$ cat config.mk
export PLATFORM = sky130hd
export DESIGN_NAME = generic_elastic_staging
export DESIGN_NICKNAME = d
export VERILOG_FILES = /design/src/rtl/generic_elastic_staging.sv
export SDC_FILE = /design/constraint.sdc
export NUM_CORES = 1
export LEC_CHECK = 0
export CAP_MARGIN = 20
export CORE_ASPECT_RATIO = 1.25
export CORE_MARGIN = 4
export CORE_UTILIZATION = 25
export DETAILED_ROUTE_END_ITERATION = 8
export GPL_TIMING_DRIVEN = 0
export SLEW_MARGIN = 15
export SYNTH_ARGS = -nofsm -noshare
export SYNTH_HDL_FRONTEND = slang
export SYNTH_SLANG_ARGS = --single-unit
export TNS_END_PERCENT = 1
$ cat constraint.sdc
create_clock -name clk -period 2.1 [get_ports clk]
set_input_delay 0.42 -clock clk [delete_from_list [all_inputs] [get_ports clk]]
set_output_delay 0.42 -clock clk [all_outputs]
set_load 0.02 [all_outputs]
$ cat src/rtl/generic_elastic_staging.sv
// ---------------------------------------------------------------------------
// generic_elastic_staging
//
// Purpose: a chain of DEPTH elastic (skid-buffered) slices on a valid/ready
// stream. Each slice has one main register and one skid register, so the
// chain holds up to 2*DEPTH beats. The ready seen by each slice's upstream
// is a register output, which breaks the combinational ready path from
// out_ready back to in_ready. DEPTH=0 gives a stateless passthrough.
//
// Parameters:
//   WIDTH        payload width in bits
//   DEPTH        number of elastic slices (0 = passthrough)
//   RESET_VALUE  value loaded into every data register on reset
//
// Ports:
//   clk        in   clock, all state updates on the rising edge
//   rst_n      in   synchronous active-low reset
//   flush      in   synchronous discard of all held beats
//   in_valid   in   upstream beat present
//   in_ready   out  block accepts a beat this cycle
//   in_data    in   upstream payload
//   out_valid  out  downstream beat present
//   out_ready  in   downstream accepts a beat
//   out_data   out  downstream payload
//   occupancy  out  held-beat count; exists only when the macro
//                   GENERIC_ELASTIC_STAGING_OCC_EN is defined
// ---------------------------------------------------------------------------
module generic_elastic_staging #(
   parameter int                 WIDTH       = 8,
   parameter int                 DEPTH       = 2,
   parameter logic [WIDTH-1:0]   RESET_VALUE = '0,
   localparam int                OCC_W       = (DEPTH == 0) ? 1 : $clog2(2*DEPTH+1)
) (
   input  logic             clk,
   input  logic             rst_n,
   input  logic             flush,
   input  logic             in_valid,
   output logic             in_ready,
   input  logic [WIDTH-1:0] in_data,
   output logic             out_valid,
   input  logic             out_ready,
   output logic [WIDTH-1:0] out_data
`ifdef GENERIC_ELASTIC_STAGING_OCC_EN
   ,
   output logic [OCC_W-1:0] occupancy
`endif
);

   generate
      if (DEPTH == 0) begin : g_pass
         assign in_ready  = out_ready;
         assign out_valid = in_valid & ~flush;
         assign out_data  = in_data;
      end else begin : g_chain
         // Index i of the chain vectors is the boundary feeding slice i;
         // index DEPTH is the block output.
         logic [DEPTH:0]   vld_c;
         logic [DEPTH:0]   rdy_c;
         logic [WIDTH-1:0] dat_c [DEPTH+1];

         assign vld_c[0]     = in_valid;
         assign dat_c[0]     = in_data;
         assign rdy_c[DEPTH] = out_ready;

         for (genvar i = 0; i < DEPTH; i++) begin : g_slice
            logic             m_vld_q, m_vld_d;
            logic             s_vld_q, s_vld_d;
            logic [WIDTH-1:0] m_dat_q, m_dat_d;
            logic [WIDTH-1:0] s_dat_q, s_dat_d;
            logic             up_v;
            logic             dn_r;

            assign up_v = vld_c[i];
            assign dn_r = rdy_c[i+1];

            always_comb begin
               m_vld_d = m_vld_q;
               s_vld_d = s_vld_q;
               m_dat_d = m_dat_q;
               s_dat_d = s_dat_q;
               if (flush) begin
                  m_vld_d = 1'b0;
                  s_vld_d = 1'b0;
               end else if (!m_vld_q || dn_r) begin
                  // Main is free (or emptying this cycle): the skid holds
                  // the older beat, so it drains first. While the skid is
                  // full the upstream saw ready=0, so no new beat arrives.
                  if (s_vld_q) begin
                     m_vld_d = 1'b1;
                     m_dat_d = s_dat_q;
                     s_vld_d = 1'b0;
                  end else begin
                     m_vld_d = up_v;
                     if (up_v) m_dat_d = dat_c[i];
                  end
               end else if (up_v && !s_vld_q) begin
                  // Main stalled: catch the beat the upstream already
                  // committed to, ready drops on the next cycle.
                  s_vld_d = 1'b1;
                  s_dat_d = dat_c[i];
               end
            end

            always_ff @(posedge clk) begin
               if (!rst_n) begin
                  m_vld_q <= 1'b0;
                  s_vld_q <= 1'b0;
                  m_dat_q <= RESET_VALUE;
                  s_dat_q <= RESET_VALUE;
               end else begin
                  m_vld_q <= m_vld_d;
                  s_vld_q <= s_vld_d;
                  m_dat_q <= m_dat_d;
                  s_dat_q <= s_dat_d;
               end
            end

            // Upstream ready comes straight from the skid valid register.
            assign rdy_c[i]   = ~s_vld_q;
            assign vld_c[i+1] = m_vld_q;
            assign dat_c[i+1] = m_dat_q;
         end

         assign in_ready  = rdy_c[0] & ~flush;
         assign out_valid = vld_c[DEPTH] & ~flush;
         assign out_data  = dat_c[DEPTH];
      end
   endgenerate

`ifdef GENERIC_ELASTIC_STAGING_OCC_EN
   generate
      if (DEPTH == 0) begin : g_occ_none
         assign occupancy = '0;
      end else begin : g_occ
         logic             in_fire;
         logic             out_fire;
         logic [OCC_W-1:0] occ_q, occ_d;

         assign in_fire  = in_valid & in_ready;
         assign out_fire = out_valid & out_ready;

         always_comb begin
            occ_d = occ_q;
            if (flush) begin
               occ_d = '0;
            end else if (in_fire && !out_fire) begin
               occ_d = occ_q + OCC_W'(1);
            end else if (out_fire && !in_fire) begin
               occ_d = occ_q - OCC_W'(1);
            end
         end

         always_ff @(posedge clk) begin
            if (!rst_n) begin
               occ_q <= '0;
            end else begin
               occ_q <= occ_d;
            end
         end

         assign occupancy = occ_q;
      end
   endgenerate
`endif

endmodule

==> results of run 1 <==
==> layout make-up <==
class	instances	share of cell area, %
plain buffers	13	3.65
clock buffers	5	3.40
clock inverters	3	2.10
multi-input cells	112	39.2
flip-flops and latches	36	35.6
well taps	85	5.26
repair buffers	22	10.8
==> cells in the mapped netlist (all sizes together) <==
library cell and number:
nor3 1, dfxtp 36, o211a 8, a21oi 2, nor2 3, nand2 41, nand4bb 1, mux2 8
nand2b 2, clkbuf 4, nor2b 1, mux2i 32, nor3b 1, nor4b 1, nor4bb 1, buf 9
nand3 8, and2 1, o21ba 1
==> layer usage <==
| layer | global-route usage (%) | up-vias |
|---|---|---|
| met3 | 3.06 | 7 |
| met5 | 0 | - |
| met4 | 5.16 | 0 |
| met1 | 9.87 | 525 |
| li1 | - | 610 |
| met2 | 14.9 | 18 |
==> state kept, by name (all words and copies together) (netlist names) <==
signal                   cells
out_data                     8
g_chain.g_slice.m_vld_q      2
g_chain.g_slice.s_dat_q     16
g_chain.g_slice.s_vld_q      2
g_chain.g_slice.m_dat_q      8
==> power by group <==
group	internal [uW]	total, uW	switching (uW)	leakage (uW)
Combinational	60.4	116	55.9	0.000505
Sequential	697	704	7.23	0.000292
Clock	351	607	256	0.0000541
==> metrics by stage <==
step                total power, uW  hold slack (ps)  utilization (%)  instance area, sq um  worst slack [ps]
floorplan                       785              431                -                  1590               741
global placement                838              440             31.0                  1910              -160
detailed placement              839              446             31.0                  1910              -149
CTS                            1450              459             32.8                  2020               128
global route                   1490              492             32.8                  2020              97.1
finish                         1430              458             32.8                  2020               155
==> kinds of logic after synthesis <==
| family | Yosys count |
|---|---|
| AO/OA/AOI/OAI | 11 |
| buffers and inverters | 13 |
| flip-flops | 36 |
| multiplexers | 40 |
| AND/OR/NAND/NOR | 61 |
==> cells in the final DEF, fill, tap and decap left out, types with 2 or more instances in the layout <==
cell type                         synthesis  final
sky130_fd_sc_hd__nand3_1                  8      8
sky130_fd_sc_hd__dfxtp_1                 36     36
sky130_fd_sc_hd__nand2b_1                 2      2
sky130_fd_sc_hd__clkdlybuf4s50_1          0     20
sky130_fd_sc_hd__a21oi_1                  2      2
sky130_fd_sc_hd__clkbuf_1                 4      4
sky130_fd_sc_hd__mux2_2                   8      8
sky130_fd_sc_hd__dlygate4sd2_1            0      2
sky130_fd_sc_hd__nor2_1                   3      3
sky130_fd_sc_hd__nand2_1                 40     40
sky130_fd_sc_hd__mux2i_1                 32     32
sky130_fd_sc_hd__buf_6                    2      2
sky130_fd_sc_hd__buf_2                    5      5
sky130_fd_sc_hd__clkbuf_8                 0      5
sky130_fd_sc_hd__o211a_1                  8      8
==> tightest hold or removal path, stage by stage, from the launching register on <==
cell and delay (ps):
sky130_fd_sc_hd__dfxtp_1 310, sky130_fd_sc_hd__nand2_1 50, sky130_fd_sc_hd__mux2i_1 50
==> what timing repair did <==
item                                   CTS  global route
hold buffers                             0             0
gates resized for setup                  2             0
setup endpoints to repair                2             0
endpoints found under the hold margin    0             0
==> worst max path at each step <==
stage                from  slack (ps)                                    endpoint
finish              flush         160                                   out_valid
global placement    flush        -160                                   out_valid
CTS                 flush         130                                   out_valid
floorplan           flush         740  g_chain.g_slice[1].s_dat_q[0]$_SDFFE_PN0P_
detailed placement  flush        -150                                   out_valid
global route        flush         100                                   out_valid
==> metrics.md, run 1 <==
| Metric | Value |
|---|---|
| Cell accounting for the most synthesized area | sky130_fd_sc_hd__dfxtp_1 |
| Worst flop-to-flop path endpoint | g_chain.g_slice[0].s_dat_q[4]$_SDFFE_PN0P_ |
| End point of the worst hold path | g_chain.g_slice[0].s_dat_q[0]$_SDFFE_PN0P_ |
| CP delay by family, top | buffers and inverters |
| Placed insts | 268 |
| R2R Setup Slk | 710 ps |
| Unrepaired setup endpoints after global routing | no |
| Wire length on met3 | 109 um |
| Worst slew margin relative to its limit | 67.9% |
| R2r worst-path depth | 5 |
| Launch point of the worst hold path | g_chain.g_slice[0].s_dat_q[0]$_SDFFE_PN0P_ |
| Number of nets with antenna violations after routing | 0 |
| Worst slew pin tran | 481 ps |
| PD cells | 706 nW/um^2 |
| Max Fclk | 514 MHz |
| Seq/Total Area, Yosys | 45.4% |
| Maximum vdd drop | 0.247 mV |
| Sum of net half-perimeters after detailed placement | 2300 um |
| Fraction of the mapped netlist area in adder cells | 0% |
| Largest stage delay, worst path | 510 ps |
| Filler cell count | 664 |
| Flip-flop and latch count after synthesis | 36 |
| Number of buffers created by CTS | 5 |
| Clock edge transition at the registers on the reported setup and hold paths | 70 ps |
| Post-synthesis mux area share | 25.9% |
| Number of cells on the critical path | 3 |
| Global route total overflow | 0 |
| Detailed-route DRC error count | 0 |
| Critical Path AT | 1520 ps |
| Number of global-route vias before repair | 1224 |
| CP bufs+invs | 2 |
| Setup fix buffers added after clock tree synthesis | 0 |
| Startpoint-to-endpoint class of the critical path | primary input to primary output |
| Crit end category | primary output |
| Reg area | 721 sq um |
| Vias per inst | 4.20 |
| Distinct cell type count of the synthesized netlist | 23 |
| Top metal layer carrying routed signals | met4 |
| # clock sinks | 36 |
| Critical register-to-register path startpoint | g_chain.g_slice[1].s_vld_q$_SDFFE_PP0P_ |
| Max capacitance violation total | 0 |
| I/O pin count | 23 |
| Top-area cell type share of the netlist area | 45.4% |
| Number of search-and-repair iterations in the first detailed-routing pass | 4 |
| Type of the most critical hold path | flip-flop to flip-flop |
| Fraction of the mapped netlist area in simple logic gates | 17.7% |
| Pin count of the biggest net entering global routing | 13 |
| Crit start category | primary input |
| Largest fanout on the critical path | 6 |
| Top cells by area in the synthesized netlist | sky130_fd_sc_hd__dfxtp_1, sky130_fd_sc_hd__mux2i_1, sky130_fd_sc_hd__nand2_1, sky130_fd_sc_hd__mux2_2, sky130_fd_sc_hd__o211a_1 |
| Total of warnings raised by yosys | 0 |
| All-Layer GR Usage | 9.01% |
| DRT Wirelength | 3020 um |
| Initial core utilization | 25.7% |
| Met2 Wirelength | 1550 um |
| Minimum clock period after layout | 1940 ps |
| Clock root buffer | sky130_fd_sc_hd__clkbuf_8 |
| Wire length on met1 | 1280 um |
| Count of pins over their slew limit | 0 |
| Clock insertion delay at the later pin of the skew report | 290 ps |
| Combined area of the multi-input logic cells | 792 sq um |
| Instance count along the most critical hold path | 2 |
| Synth-to-Final Area Change | 27.4% |
| Clock Skew | 5.71 ps |
| Average wire length per cell after detail routing | 10.9 um |
| Global-route wire length before repair | 5460 um |
| Fraction of layout cells with a size suffix above 1 | 13.6% |
| Slowest cell on the critical path | sky130_fd_sc_hd__clkdlybuf4s50_1 |
| Buffer levels on the longest clock path | 2 |
| Post-Synthesis Cell Area | 1590 sq um |
| Full die area | 7690 sq um |
| Run status | completed |
| Number of port buffers | 22 |
| Post-synthesis share of cell area spent on xor and xnor gates | 0% |
| Net count after synthesis | 174 |
| Number of rows in the core area | 32 |
| Die height | 97.1 um |
| H-tree depth | 2 |
| Post-Synthesis Mean Instance Area | 9.85 sq um |
| Total negative setup slack | 0 ps |
| Leakage component of the power | 0.000851 uW |
| Horizontal extent of the die | 79.3 um |
| TritonCTS clock tree | yes |
| Setup violations, final | 0 |
| Final cell count without fillers | 276 |
| Vias | 1160 |
| Main combinational cell family by area after synthesis | multiplexers |
| Number of endpoints with negative hold slack in the final report | 0 |
| Total core area | 6170 sq um |
| Weighted congestion reported at the end of routability-driven placement | 0.707 |
| DRT iter0 DRCs | 31 |
| Chain of cells forming the critical path | clkdlybuf4s50_1 -> nor2b_1 -> dlygate4sd2_1 |
| Total inserted antenna cells | 0 |
| Number of nets in the layout | 203 |
| Tcrit/Tclk final | 92.6% |
| Compound-Gate Fraction of Synth Area | 6.31% |
| Number of antenna violations at the first check in global routing | 0 |
| Cells after Synth | 161 |
| Required arrival time at the worst endpoint | 1680 ps |
(Power assumes the default switching activity.)
==> run 2: changes to the inputs <==
CTS_CLUSTER_SIZE = 20   (was unset)
GPL_ROUTABILITY_DRIVEN = 0   (was unset)
==> results of run 2 <==
The final DEF is identical to that of run 1; final timing and power are the same.
==> run 3: changes to the inputs <==
clock period = 2.5 ns   (was 2.1 ns; I/O delays follow)
==> run 3 against run 2 <==
Against the previous run:
- register-to-register slack better by 400 ps
- combinational power down 15%
- sequential power down 16%
- sequential cell count unchanged
- worst hold slack unchanged
- count of clock-buffer cells in the layout unchanged
- wire length unchanged
- critical path depth unchanged
- cell area up 0.12%
- non-clock buffer count unchanged
- core utilization about the same
- largest cell class unchanged
==> metrics.md, run 3 (synthesized netlist as in run 1, its figures left out) <==
| Metric | Value |
|---|---|
| Final cell count without fillers | 276 (unchanged) |
| Total negative setup slack | 0 ps (unchanged) |
| GRT met1 Usage | 9.87% (unchanged) |
| Worst slew margin relative to its limit | 67.9% (unchanged) |
| Busiest grt layer | met2 |
| Tcrit/Tclk final | 95.8% |
| Final hold slack | 458 ps (unchanged) |
| Average wire length per cell after detail routing | 10.9 um (unchanged) |
| Portion of total power attributed to the clock network | 42.5% (about the same) |
| Count of pins over their slew limit | 0 (unchanged) |
| Crit start category | primary input |
| All-Layer GR Usage | 9.01% (unchanged) |
| Filler cell count | 665 (+0.15%) |
| Leakage component of the power | 0.000845 uW (-0.72%) |
| Fraction of layout cells with a size suffix above 1 | 13.6% (unchanged) |
| Number of endpoints with negative hold slack in the final report | 0 (unchanged) |
| Synth-to-Final Area Change | 27.6% |
| Internal portion of total power | 932 uW (-16%) |
| PD cells | 593 nW/um^2 (-16%) |
| TritonCTS clock tree | yes |
| Final WS setup | 105 ps (-49.8 ps) |
| Vias | 1160 (unchanged) |
| Logic gate share of total power | 8.2% (about the same) |
| Clock root buffer | sky130_fd_sc_hd__clkbuf_8 |
| Number of nets with antenna violations after routing | 0 (unchanged) |
| Global routing usage on met2 | 14.9% (unchanged) |
| Pre-CTS worst setup slack | 90.8 ps (+240 ps) |
| Slowest cell on the critical path | sky130_fd_sc_hd__clkdlybuf4s50_1 |
| Max Fclk | 418 MHz |
| DRT Wirelength | 3020 um (unchanged) |
| CP delay by family, top | buffers and inverters |
| Maximum vdd drop | 0.207 mV (-16%) |
| Required arrival time at the worst endpoint | 2000 ps (+320 ps) |
| Clock insertion delay at the later pin of the skew report | 290 ps (about the same) |
| Largest stage delay, worst path | 640 ps (+130 ps) |
| Max capacitance violation total | 0 (unchanged) |
| Clock edge transition at the registers on the reported setup and hold paths | 70 ps (about the same) |
| Number of global-route vias before repair | 1224 (unchanged) |
| P_sw | 268 uW (-16%) |
| Initial core utilization | 25.7% (unchanged) |
| Number of buffers inserted for hold repair after clock tree synthesis | 0 (unchanged) |
| Full die area | 7690 sq um (unchanged) |
| Buffer levels on the longest clock path | 2 (unchanged) |
| Critical Path AT | 1890 ps (+370 ps) |
| Post-cts repair resize count | 0 (-2) |
| Share of power burned in registers | 49.3% (about the same) |
| # clock sinks | 36 (unchanged) |
| Max FFs per register | 16 (unchanged) |
| Worst slew pin tran | 481 ps (unchanged) |
| Total inserted antenna cells | 0 (unchanged) |
| Horizontal extent of the die | 79.3 um (unchanged) |
| Crit end category | primary output |
| Biggest register | g_chain.g_slice.s_dat_q |
| Number of search-and-repair iterations in the first detailed-routing pass | 4 (unchanged) |
| Minimum clock period after layout | 2390 ps |
| Clock Skew | 5.71 ps (unchanged) |
| Number of nets in the layout | 203 (unchanged) |
| H-tree depth | 2 (unchanged) |
| I/O pin count | 23 (unchanged) |
| Number of port buffers | 22 (unchanged) |
| Total core area | 6170 sq um (unchanged) |
| Number of antenna violations at the first check in global routing | 0 (unchanged) |
| Reg area | 721 sq um (unchanged) |
| Combined area of the multi-input logic cells | 792 sq um (unchanged) |
| Number of buffers created by CTS | 5 (unchanged) |
| Fraction of power spent switching nets | 22.3% (about the same) |
| DRT iter0 DRCs | 30 (-3.2%) |
| Most Frequent Cell on Critical Path | sky130_fd_sc_hd__clkdlybuf4s50_1 |
| Unrepaired setup endpoints after global routing | no |
| Setup fix buffers added after clock tree synthesis | 0 (unchanged) |
| Met3 Track Usage GR | 3.06% (unchanged) |
| Global-route wire length before repair | 5460 um (unchanged) |
| Vias per inst | 4.20 (unchanged) |
| Largest fanout on the critical path | 6 (unchanged) |
| Most common cell after layout, fill and taps aside | sky130_fd_sc_hd__nand2_1 |
| Chain of cells forming the critical path | clkdlybuf4s50_1 -> nor2b_1 -> clkdlybuf4s50_1 |
| CP bufs+invs | 2 (unchanged) |
| Number of rows in the core area | 32 (unchanged) |
| Startpoint-to-endpoint class of the critical path | primary input to primary output |
| Die height | 97.1 um (unchanged) |
| Detailed-route DRC error count | 0 (unchanged) |
| Placed insts | 268 (unchanged) |
| Final total power | 1200 uW (-16%) |
| Pin count of the biggest net entering global routing | 13 (unchanged) |
| Run status | completed |
| Sum of net half-perimeters after detailed placement | 2300 um (unchanged) |
| Setup violations, final | 0 (unchanged) |
| Type of the most critical hold path | flip-flop to flip-flop |
| Global route total overflow | 0 (unchanged) |
| Commonest cells after routing, fill and taps aside | sky130_fd_sc_hd__nand2_1, sky130_fd_sc_hd__dfxtp_1, sky130_fd_sc_hd__mux2i_1 |
## run 3: cell types whose count changed in the layout (fill, tap and decap cells not counted)
| cell | previous run | this run |
|---|---|---|
| sky130_fd_sc_hd__clkdlybuf4s50_1 | 20 | 22 |
| sky130_fd_sc_hd__dlygate4sd2_1 | 2 | 0 |
## run 3: cell type report
| class | instances | area share, % |
|---|---|---|
| plain buffers | 13 | 3.65 |
| clock inverters | 3 | 2.10 |
| well taps | 85 | 5.25 |
| multi-input cells | 112 | 39.1 |
| clock buffers | 5 | 3.40 |
| repair buffers | 22 | 10.9 |
| flip-flops and latches | 36 | 35.6 |
## run 3: power groups by stage
stage          registers (uW)  logic (uW)  clock network (uW)
2_1_floorplan             609        50.3                   0
3_3_place_gp              604        99.3                   0
3_5_place_dp              605         100                   0
4_1_cts                   591         101                 528
5_1_grt                   593         109                 551
6_report                  591        98.5                 510
## run 3: worst paths after layout
check,start,to,slack [ps],cells after the start
setup / recovery,flush,out_valid,110,3
setup reg to reg,g_chain.g_slice[1].s_vld_q$_SDFFE_PP0P_,g_chain.g_slice[0].s_dat_q[4]$_SDFFE_PN0P_,1110,5
hold / removal,g_chain.g_slice[0].s_dat_q[0]$_SDFFE_PN0P_,g_chain.g_slice[0].s_dat_q[0]$_SDFFE_PN0P_,460,2
hold reg to reg,g_chain.g_slice[0].s_dat_q[0]$_SDFFE_PN0P_,g_chain.g_slice[0].s_dat_q[0]$_SDFFE_PN0P_,460,2
## run 3: stage by stage
step                cell area (sq um)  utilization, %
finish                           2020            32.8
global route                     2020            32.8
CTS                              2020            32.8
detailed placement               1910            31.0
global placement                 1910            31.0
floorplan                        1590               -
## run 3: layer usage
metal / share of wire (%) / up-vias
met1: 42 / 525
met4: 2.8 / 0
met5: 0 / -
met2: 51 / 18
li1: - / 610
met3: 3.6 / 7
## run 3: tightest hold or removal path, cell delays in order, from the launching register on
cell                      delay (ps)
sky130_fd_sc_hd__dfxtp_1         310
sky130_fd_sc_hd__nand2_1          50
sky130_fd_sc_hd__mux2i_1          50
